File: config.mk
export PLATFORM = sky130hd
export DESIGN_NAME = fe_fifo_write_arbiter
export DESIGN_NICKNAME = d
export VERILOG_FILES = /design/src/rtl/fe_fifo_write_arbiter.sv
export SDC_FILE = /design/constraint.sdc
export NUM_CORES = 1
export LEC_CHECK = 0
export CAP_MARGIN = 20
export CORE_MARGIN = 2
export CORE_UTILIZATION = 41
export CTS_BUF_LIST = sky130_fd_sc_hd__clkbuf_8
export DETAILED_ROUTE_END_ITERATION = 8
export GPL_TIMING_DRIVEN = 0
export PLACE_DENSITY = 0.65
export SLEW_MARGIN = 25
export SYNTH_ARGS = -nofsm -noshare
export SYNTH_HDL_FRONTEND = slang
export SYNTH_SLANG_ARGS = --single-unit
File: constraint.sdc
create_clock -name fe_clk -period 10.4 [get_ports fe_clk]
set_input_delay 1.04 -clock fe_clk [delete_from_list [all_inputs] [get_ports fe_clk]]
set_output_delay 1.04 -clock fe_clk [all_outputs]
set_load 0.01 [all_outputs]
File: src/rtl/fe_fifo_write_arbiter.sv
// Round-robin write arbiter sharing the FE capture FIFO between two requesters with
// per-requester queues and packet locking. Optional drop counters: FE_FIFO_ARB_DROP_COUNT_EN.
module fe_fifo_write_arbiter #(
  parameter int pTIMESTAMP_FULL_WIDTH = 16,
  parameter int pCMD_WIDTH            = 2,
  parameter int pDEPTH                = 4
) (
  input  logic                             fe_clk,
  input  logic                             reset_i,
  input  logic                             I_flush,
  input  logic                             I_req0_wr,
  input  logic [pTIMESTAMP_FULL_WIDTH-1:0] I_req0_time,
  input  logic [pCMD_WIDTH-1:0]            I_req0_cmd,
  input  logic                             I_req0_cont,
  input  logic                             I_req1_wr,
  input  logic [pTIMESTAMP_FULL_WIDTH-1:0] I_req1_time,
  input  logic [pCMD_WIDTH-1:0]            I_req1_cmd,
  input  logic                             I_req1_cont,
  input  logic                             I_fifo_full,
  output logic                             O_fifo_wr,
  output logic [pTIMESTAMP_FULL_WIDTH-1:0] O_fifo_time,
  output logic [pCMD_WIDTH-1:0]            O_fifo_command,
  output logic                             O_fifo_source,
  output logic                             O_req0_overflow,
  output logic                             O_req1_overflow,
  output logic [15:0]                      O_req0_drops,
  output logic [15:0]                      O_req1_drops,
  output logic                             O_busy
);

  localparam int AW = (pDEPTH > 1) ? $clog2(pDEPTH) : 1;
  localparam int CW = AW + 1;
  localparam int EW = pTIMESTAMP_FULL_WIDTH + pCMD_WIDTH + 1;
  localparam logic [CW-1:0] DEPTH_C = CW'(pDEPTH);

  typedef enum logic [1:0] {IDLE, LOCK0, LOCK1} state_t;

  state_t          state_q, state_d;
  logic            lastGrant_q, lastGrant_d;
  logic [EW-1:0]   mem_q [2][pDEPTH];
  logic [AW-1:0]   wrPtr_q [2];
  logic [AW-1:0]   wrPtr_d [2];
  logic [AW-1:0]   rdPtr_q [2];
  logic [AW-1:0]   rdPtr_d [2];
  logic [CW-1:0]   count_q [2];
  logic [CW-1:0]   count_d [2];
  logic [1:0]      overflow_q, overflow_d;
  logic [EW-1:0]   reqEntry [2];
  logic [1:0]      reqWr, notEmpty, push, popQ, drop;
  logic            sel, canPop, pop;
  logic [EW-1:0]   popEntry;

  logic                             fifoWr_q;
  logic [pTIMESTAMP_FULL_WIDTH-1:0] fifoTime_q;
  logic [pCMD_WIDTH-1:0]            fifoCmd_q;
  logic                             fifoSrc_q;

  always_comb begin
    reqWr       = {I_req1_wr, I_req0_wr};
    reqEntry[0] = {I_req0_time, I_req0_cmd, I_req0_cont};
    reqEntry[1] = {I_req1_time, I_req1_cmd, I_req1_cont};
    for (int n = 0; n < 2; n++) notEmpty[n] = (count_q[n] != '0);
  end

  // Arbitration: IDLE alternates when both queues wait; LOCKn pins the grant until cont=0.
  always_comb begin
    state_d     = state_q;
    lastGrant_d = lastGrant_q;
    sel         = 1'b0;
    canPop      = 1'b0;
    case (state_q)
      IDLE: begin
        canPop = |notEmpty;
        sel    = (&notEmpty) ? ~lastGrant_q : notEmpty[1];
      end
      LOCK0: begin
        sel    = 1'b0;
        canPop = notEmpty[0];
      end
      LOCK1: begin
        sel    = 1'b1;
        canPop = notEmpty[1];
      end
      default: ;
    endcase
    pop      = canPop & ~I_fifo_full & ~I_flush;
    popEntry = mem_q[sel][rdPtr_q[sel]];
    if (I_flush) begin
      state_d     = IDLE;
      lastGrant_d = 1'b1;
    end else if (pop) begin
      lastGrant_d = sel;
      if (popEntry[0]) state_d = sel ? LOCK1 : LOCK0;
      else             state_d = IDLE;
    end
  end

  // A full queue still accepts a write when it is being popped in the same cycle.
  always_comb begin
    for (int n = 0; n < 2; n++) begin
      popQ[n]       = pop & (sel == 1'(n));
      push[n]       = reqWr[n] & ~I_flush & ((count_q[n] != DEPTH_C) | popQ[n]);
      drop[n]       = reqWr[n] & ~I_flush & (count_q[n] == DEPTH_C) & ~popQ[n];
      wrPtr_d[n]    = wrPtr_q[n] + AW'(push[n]);
      rdPtr_d[n]    = rdPtr_q[n] + AW'(popQ[n]);
      count_d[n]    = count_q[n] + CW'(push[n]) - CW'(popQ[n]);
      overflow_d[n] = overflow_q[n] | drop[n];
      if (I_flush) begin
        wrPtr_d[n]    = '0;
        rdPtr_d[n]    = '0;
        count_d[n]    = '0;
        overflow_d[n] = 1'b0;
      end
    end
  end

  always_ff @(posedge fe_clk or posedge reset_i) begin
    if (reset_i) begin
      state_q     <= IDLE;
      lastGrant_q <= 1'b1;
      overflow_q  <= '0;
      for (int n = 0; n < 2; n++) begin
        wrPtr_q[n] <= '0;
        rdPtr_q[n] <= '0;
        count_q[n] <= '0;
      end
    end else begin
      state_q     <= state_d;
      lastGrant_q <= lastGrant_d;
      overflow_q  <= overflow_d;
      for (int n = 0; n < 2; n++) begin
        wrPtr_q[n] <= wrPtr_d[n];
        rdPtr_q[n] <= rdPtr_d[n];
        count_q[n] <= count_d[n];
      end
    end
  end

  always_ff @(posedge fe_clk) begin
    for (int n = 0; n < 2; n++) begin
      if (push[n]) mem_q[n][wrPtr_q[n]] <= reqEntry[n];
    end
  end

  // Data outputs hold their last written value whenever no pop happens.
  always_ff @(posedge fe_clk or posedge reset_i) begin
    if (reset_i) begin
      fifoWr_q   <= 1'b0;
      fifoTime_q <= '0;
      fifoCmd_q  <= '0;
      fifoSrc_q  <= 1'b0;
    end else begin
      fifoWr_q <= pop;
      if (pop) begin
        fifoTime_q <= popEntry[EW-1:pCMD_WIDTH+1];
        fifoCmd_q  <= popEntry[pCMD_WIDTH:1];
        fifoSrc_q  <= sel;
      end
    end
  end

`ifdef FE_FIFO_ARB_DROP_COUNT_EN
  logic [15:0] drops_q [2];
  logic [15:0] drops_d [2];

  always_comb begin
    for (int n = 0; n < 2; n++) begin
      drops_d[n] = drops_q[n];
      if (I_flush)                                drops_d[n] = '0;
      else if (drop[n] && drops_q[n] != 16'hFFFF) drops_d[n] = drops_q[n] + 16'd1;
    end
  end

  always_ff @(posedge fe_clk or posedge reset_i) begin
    if (reset_i) begin
      for (int n = 0; n < 2; n++) drops_q[n] <= '0;
    end else begin
      for (int n = 0; n < 2; n++) drops_q[n] <= drops_d[n];
    end
  end

  assign O_req0_drops = drops_q[0];
  assign O_req1_drops = drops_q[1];
`else
  assign O_req0_drops = '0;
  assign O_req1_drops = '0;
`endif

  assign O_fifo_wr       = fifoWr_q;
  assign O_fifo_time     = fifoTime_q;
  assign O_fifo_command  = fifoCmd_q;
  assign O_fifo_source   = fifoSrc_q;
  assign O_req0_overflow = overflow_q[0];
  assign O_req1_overflow = overflow_q[1];
  assign O_busy          = (|notEmpty) | (state_q != IDLE);

endmodule
## After elaboration in Yosys (flattened, before gate mapping)

Memory sizes are Yosys's and may differ from the RTL's.
Cells that the tools add are included.

- Bits in registers: 39
- RAM bits: 152
- Bits of input ports: 44
- Memories kept: 1

- Add/sub/neg operators: 8
- Magnitude comparators: 6
- Eq/ne operators: 6
- Muxes and demuxes: 31
- Bitwise operators: 27
- Reduce and logical (&&, ||, !) cells: 9

Memories:

| memory | depth | width | rd ports | clocked after Yosys merged registers in | write ports | RTL line | source |
|---|---|---|---|---|---|---|---|
| mem_q | 2 | 76 | 1 | 0 | 2 | 40 | `logic [EW-1:0] mem_q [2][pDEPTH];` |

Operators with widths:

| cell | number |
|---|---|
| $mux 76 | 2 |
| $demux 19 s2 | 2 |
| $mux 19 | 4 |
| $bmux 19 s2 | 1 |
| $mux 2 | 11 |
| $and 1x1->1 | 12 |
| $ge 3x3->1 const B | 3 |
| $not 2->3 | 3 |
| $add 2x1->2 | 4 |
| $mux 1 | 7 |
| $add 3x1->3 | 2 |
| $eq 3x3->1 const B | 2 |
| $lt 3x1->1 const B | 2 |
| $mux 3 | 2 |
| $ne 3x3->1 const B | 2 |
| $not 1->1 | 6 |
| $reduce_bool 3->1 | 2 |
| $sub 3x1->3 | 2 |
| $or 1x1->1 | 5 |
| $reduce_bool 2->1 | 2 |
| $pmux 1 s3 | 1 |
| $eq 2x1->1 const B | 1 |
| $eq 2x2->1 const B | 1 |
| $ge 2x2->1 const B | 1 |
| other kinds (6) | 7 |

## Depth between registers and ports, before layout

Gate-level depths: netlist of the first run.

- Depth after elaboration: 15
- Depth in mapped cells: 12
- Mapped depth without buffers: 12

## Least setup slack after synthesis of the first run

No wires, ideal clock.

- Path type: input port to flip-flop
- Start: input port I_fifo_full
- End: memory mem_q[0][19] (netlist bit) (enable)
- Library setup time: 450 ps
- Arrival time: 3617 ps
- Path slack: 6332 ps
- Cell stages on the path: 3
- Cell sequence: nor2_1 a31oi_4 nor4b_1

RTL lines:

| what | RTL line | source |
|---|---|---|
| from (decl) | 19 | `input logic I_fifo_full,` |
| to (decl) | 40 |  |

==> results.md, run 1 <==
- CP top delay family: simple AND/OR/NAND/NOR gates
- Worst-case reg-to-reg path depth: 11
- Crit start category: primary input
- Final wirelength: 15.2 mm
- CTS root buf: clkbuf_8
- Max-cap violations: 0
- Post-CTS setup buffer count: 0
- FFs w/ async S/R, synth: 20.4%
- Via count: 4240
- CP Cell Sequence: clkdlybuf4s50_1 -> nor2_1 -> o2111ai_1 -> and2_1 -> ha_1 -> inv_1 -> ha_1 -> inv_1 -> fa_1 -> xnor2_1 -> nor2_1
- Diode count: 0
- Starting Density: 41.7%
- Initial antenna violation count: 0
- Avg Cell Area, Syn: 17.3 um2
- DR vias/cell: 5.12
- # hold bufs at CTS: 0
- Die Ht: 142 um
- Final hold violations: 0
- Peak VDD IR: 0.109 mV
- WL/cell: 18.4 um
- WP depth: 11
- GRT Total Usage: 16.1%
- PwrDens: 221 nW/um2
- F_max: 269 MHz
- Clock slew at reported path FFs: 90 ps
- Final non-filler cell total: 828
- Crit path to: count_q[2]
- Post-Syn Instances: 449
- Final setup violation count: 0
- Commonest non-fill, non-tap cell in the layout: edfxtp_1
- Synth cell types: 45
- Worst Path Required: 10720 ps
- Hold Slack: 533 ps
- Final nets: 635
- GP Congestion: 0.842
- Final worst slack: 6680 ps
- Largest net degree at the start of global routing: 24
- Critical Path Sink Type: flop
- Port bufs: 66
- GRT overflow: 0
- Slew HR: 32.5%
- DRT Pass-1 Iters: 5
- Most frequent cells in the layout: 152 x edfxtp_1, 66 x clkdlybuf4s50_1, 43 x nand2_1
- WP buf/inv: 3
- First-pass GRT wire length: 24.0 mm
- Starting DRC count in detailed routing: 322
- Critical path's slowest cell: o2111ai_1
- Clock sinks: 191
- DR DRC count: 0
- Mapped Area: 7780 um2
- Die width: 142 um
- Pre-CTS setup slack: 6220 ps
- Max Root-Sink Buffers: 2
- Post-DRT Antenna Nets: 0
- R2R Setup Slk: 7120 ps
- Hpwl dp: 11.0 mm
- Worst slew pin tran: 1010 ps
- Share of layout cells above drive strength 1: 24.4%
- Lkg Pwr: 3.37 nW
- Critical path class: in2reg
- EDFF count, synth: 152
- Core area: 18600 um2
- WP data arrival: 4040 ps
- Vias in the first global route: 4357
- Share of Yosys cell area claimed by the top area cell type: 58.6%
- Leading cell types by total area after synthesis: edfxtp_1 59%, dfrtp_1 12%, mux4_2 11%
- Worst skew pair latency: 460 ps
- Dpl cells: 796
- Tcrit/Tclk final: 35.8%
- Critical path origin: I_fifo_full
- Total power: 2.10 mW
- Core Rows: 50
- Io pins: 99
- Status: complete, no violations
- Flops & latches, synth: 191
- Min-Delay Path Class: reg2reg
- CTS buffer count: 17
- Unrepaired setup endpoints after global routing: false
- Die area: 20100 um2
- Crit Path Max Fanout: 6
- Max-slew violation count: 0
- CTS tree: built
- Final setup skew: 16.5 ps
- Min Tclk post-route: 3720 ps
- Worst path max stage delay: 600 ps
- Syn-to-layout area delta: 22.0%
- Most used flip-flop cell after synthesis: edfxtp_1
- RR Startpoint: count_q[4]
- CTS H-Tree Depth: 4
- Post_cts resized: 0
- Reg-to-Reg End: count_q[2]
- Cell taking the most area after synthesis: edfxtp_1
- Yosys warns: 0
- Post-synthesis sequential area ratio: 71.2%
- Total Neg Setup Slack: 0 ps
## how the worst min path moves through the flow
| stage | startpoint | to | slack [ps] | depth (start not counted) |
|---|---|---|---|---|
| 2_1_floorplan | overflow_q[0] | overflow_q[0] | 530 | 2 |
| 3_5_place_dp | overflow_q[0] | overflow_q[0] | 510 | 2 |
| 6_report | overflow_q[1] | overflow_q[1] | 530 | 1 |
| 3_3_place_gp | overflow_q[0] | overflow_q[0] | 500 | 2 |
| 4_1_cts | overflow_q[0] | overflow_q[0] | 540 | 2 |
| 5_1_grt | overflow_q[1] | overflow_q[1] | 560 | 1 |
## cells in the mapped netlist (2+ instances only)
cell type / number
xor2_1: 2
nor4_1: 2
dfrtp_1: 38
fa_1: 2
inv_1: 7
nand2b_1: 3
nor3_1: 4
edfxtp_1: 152
buf_6: 3
buf_2: 4
mux4_2: 38
nor2b_1: 7
nand2_1: 43
clkbuf_1: 12
a211oi_1: 2
nor2_1: 17
xnor2_1: 6
a21oi_1: 21
ha_1: 8
a31oi_1: 19
buf_4: 34
nor4b_1: 2
## metal layers
| layer | wire length [um] | up-vias | track usage [%] |
|---|---|---|---|
| li1 | - | 1928 | - |
| met3 | 915 | 20 | 3.68 |
| met1 | 6490 | 2137 | 21.5 |
| met2 | 7480 | 155 | 26.1 |
| met4 | 332 | 0 | 5.84 |
| met5 | 0 | - | 0 |
## logic make-up (layout without fill, tap and decap cells)
family                   after synthesis  in the layout  share of synthesized area (%)
other                                  1             32                         0.0482
multiplexers                          39             39                           11.1
buffers and inverters                 60            174                           4.89
AND/OR/NAND/NOR                       87             87                           5.37
XOR/XNOR                               8              8                          0.900
flip-flops                           191            191                           71.2
AO/OA/AOI/OAI                         53             53                           4.65
adder cells (fa/ha/maj)               10             10                           1.80
## registers in the layout (all words and copies together), names as in the netlist, 2 cells and up
signal	cells
count_q	6
rdPtr_q	4
mem_q	152
wrPtr_q	4
state_q	2
O_fifo_time	16
overflow_q	2
O_fifo_command	2
## through the flow
stage | instance area, um2 | utilization (%)
floorplan | 7900 | -
global placement | 8850 | 47.5
detailed placement | 9110 | 48.9
CTS | 9490 | 50.9
global route | 9490 | 50.9
finish | 9490 | 50.9
## power breakdown
part,internal (mW),switching [mW],total (mW)
logic,0.306,0.349,0.655
registers,0.913,0.0620,0.975
clock network,0.222,0.245,0.467
total,1.44,0.656,2.10
## cell type report
cell class	instances	area (um2)
Buffer	53	354
Timing Repair Buffer	82	846
Multi-Input combinational cell	229	2050
Tap cell	234	293
Fill cell	1562	9150
Clock buffer	19	262
Clock inverter	13	123
Sequential cell	191	5540
Inverter	7	26.3
Note: power is estimated with default switching activity, not from simulation.
==> run 2: changes to the inputs <==
==> constraint.sdc (replaced) <==
create_clock -name fe_clk -period 3.6 [get_ports fe_clk]
set_input_delay 0.36 -clock fe_clk [delete_from_list [all_inputs] [get_ports fe_clk]]
set_output_delay 0.36 -clock fe_clk [all_outputs]
set_load 0.01 [all_outputs]
==> results.md, run 2 (synthesis gave the netlist of run 1 again) <==
- Status: complete, no violations
- Critical Path Sink Type: flop
- Final hold violations: 0
- Total power: 6.04 mW
- Most frequent cells in the layout: 152 x edfxtp_1, 66 x clkdlybuf4s50_1, 43 x nand2_1
- CTS tree: built
- Commonest non-fill, non-tap cell in the layout: edfxtp_1
- Starting Density: 41.7%
- Final worst slack: 356 ps
- Final setup skew: 13.0 ps
- Syn-to-layout area delta: 21.7%
- Slew HR: 31.4%
- Share of layout cells above drive strength 1: 24.0%
- Core area: 18600 um2
- Port bufs: 66
- Max FFs per register: 152
- GRT Total Usage: 16.4%
- Post_cts resized: 0
- Critical path class: reg2reg
- F_max: 308 MHz
- Vias in the first global route: 4314
- Unrepaired setup endpoints after global routing: false
- Min Tclk post-route: 3240 ps
- Pre-CTS setup slack: 175 ps
- # hold bufs at CTS: 0
- Starting DRC count in detailed routing: 266
- Worst Path Required: 3920 ps
- Dpl cells: 793
- Clock sinks: 191
- Crit Path Max Fanout: 6
- Fill count: 1557
- Final setup violation count: 0
- CTS H-Tree Depth: 4
- GRT overflow: 0
- Lkg Pwr: 3.35 nW
- WP data arrival: 3560 ps
- Via count: 4193
- Diode count: 0
- Crit start category: flop
- Tcrit/Tclk final: 90.1%
- RR Startpoint: count_q[4]
- DRT Pass-1 Iters: 4
- Final non-filler cell total: 825
- Post-DRT Antenna Nets: 0
- Die width: 142 um
- Hold Slack: 143 ps
- Post-CTS setup buffer count: 0
- Min-Delay Path Class: in2async
- Max-cap violations: 0
- Final nets: 632
- Peak VDD IR: 0.364 mV
- Max Root-Sink Buffers: 2
- DR DRC count: 0
- Core Rows: 50
- PwrDens: 638 nW/um2
- Max-slew violation count: 0
- DR vias/cell: 5.08
- GP Congestion: 0.927
- First-pass GRT wire length: 24.3 mm
- Hpwl dp: 11.2 mm
- Die Ht: 142 um
- WL/cell: 18.7 um
- Die area: 20100 um2
- Clock slew at reported path FFs: 90 ps
- Final wirelength: 15.5 mm
- Critical path origin: count_q[4]
- Io pins: 99
- CTS buffer count: 17
- Largest net degree at the start of global routing: 32
- Worst skew pair latency: 450 ps
- CTS root buf: clkbuf_8
- Initial antenna violation count: 0
- Worst slew pin tran: 1030 ps
## run 2: changes by cell type in the layout (fill, tap and decap cells not counted)
cell / delta
clkinv_4: +1
buf_2: -6
buf_4: +3
nor4b_4: +2
clkbuf_8: +1
clkinv_2: -1
buf_16: -2
nor4b_2: -2
buf_12: +1
buf_8: +1
bufinv_16: -1
## run 2: per-stage QoR
stage	area, um2	setup TNS, ps	utilization, %
3_5_place_dp	9100	0	48.8
3_3_place_gp	8860	-83780	47.6
5_1_grt	9470	0	50.8
2_1_floorplan	7910	0	-
4_1_cts	9470	0	50.8
6_report	9470	0	50.8
## run 2: report_power, final
part           switching [mW]  internal, mW
clock                   0.712         0.593
combinational            1.03         0.885
sequential              0.187          2.64
## run 2: worst paths after layout
check	end	slack, ps	depth (start not counted)
max in group asynchronous	wrPtr_q[3]	3020	3
worst min-delay path	O_fifo_source	140	2
min in group fe_clk	O_fifo_source	530	1
worst max register to register	count_q[2]	360	11
worst min register to register	O_fifo_source	530	1
worst max-delay path	count_q[2]	360	11
## run 2: critical path, cell delays in order, from the launching register on
cell       delay (ps)
dfrtp_1           470
nor3_1            390
nor3_1            100
o2111ai_1         850
and2_1            240
ha_1              220
inv_1              60
ha_1              130
inv_1              50
fa_1              380
xnor2_1           160
nor2_1             50
## run 2: cell type report
type                            count  area [um2]  share of cell area, %
Buffer                             53         354                   3.74
Tap cell                          234         293                   3.09
Multi-Input combinational cell    229        2060                   21.8
Inverter                            7        26.3                  0.277
Timing Repair Buffer               79         818                   8.64
Clock inverter                     12        96.3                   1.02
Sequential cell                   191        5540                   58.5
Clock buffer                       20         275                   2.91
## run 2: layer usage
| metal | global-route usage [%] | part of all wire, % | up-vias |
|---|---|---|---|
| li1 | - | - | 1923 |
| met1 | 21.7 | 43 | 2104 |
| met2 | 26.7 | 49 | 150 |
| met3 | 3.91 | 6.1 | 16 |
| met4 | 5.95 | 1.7 | 0 |
| met5 | 0 | 0 | - |
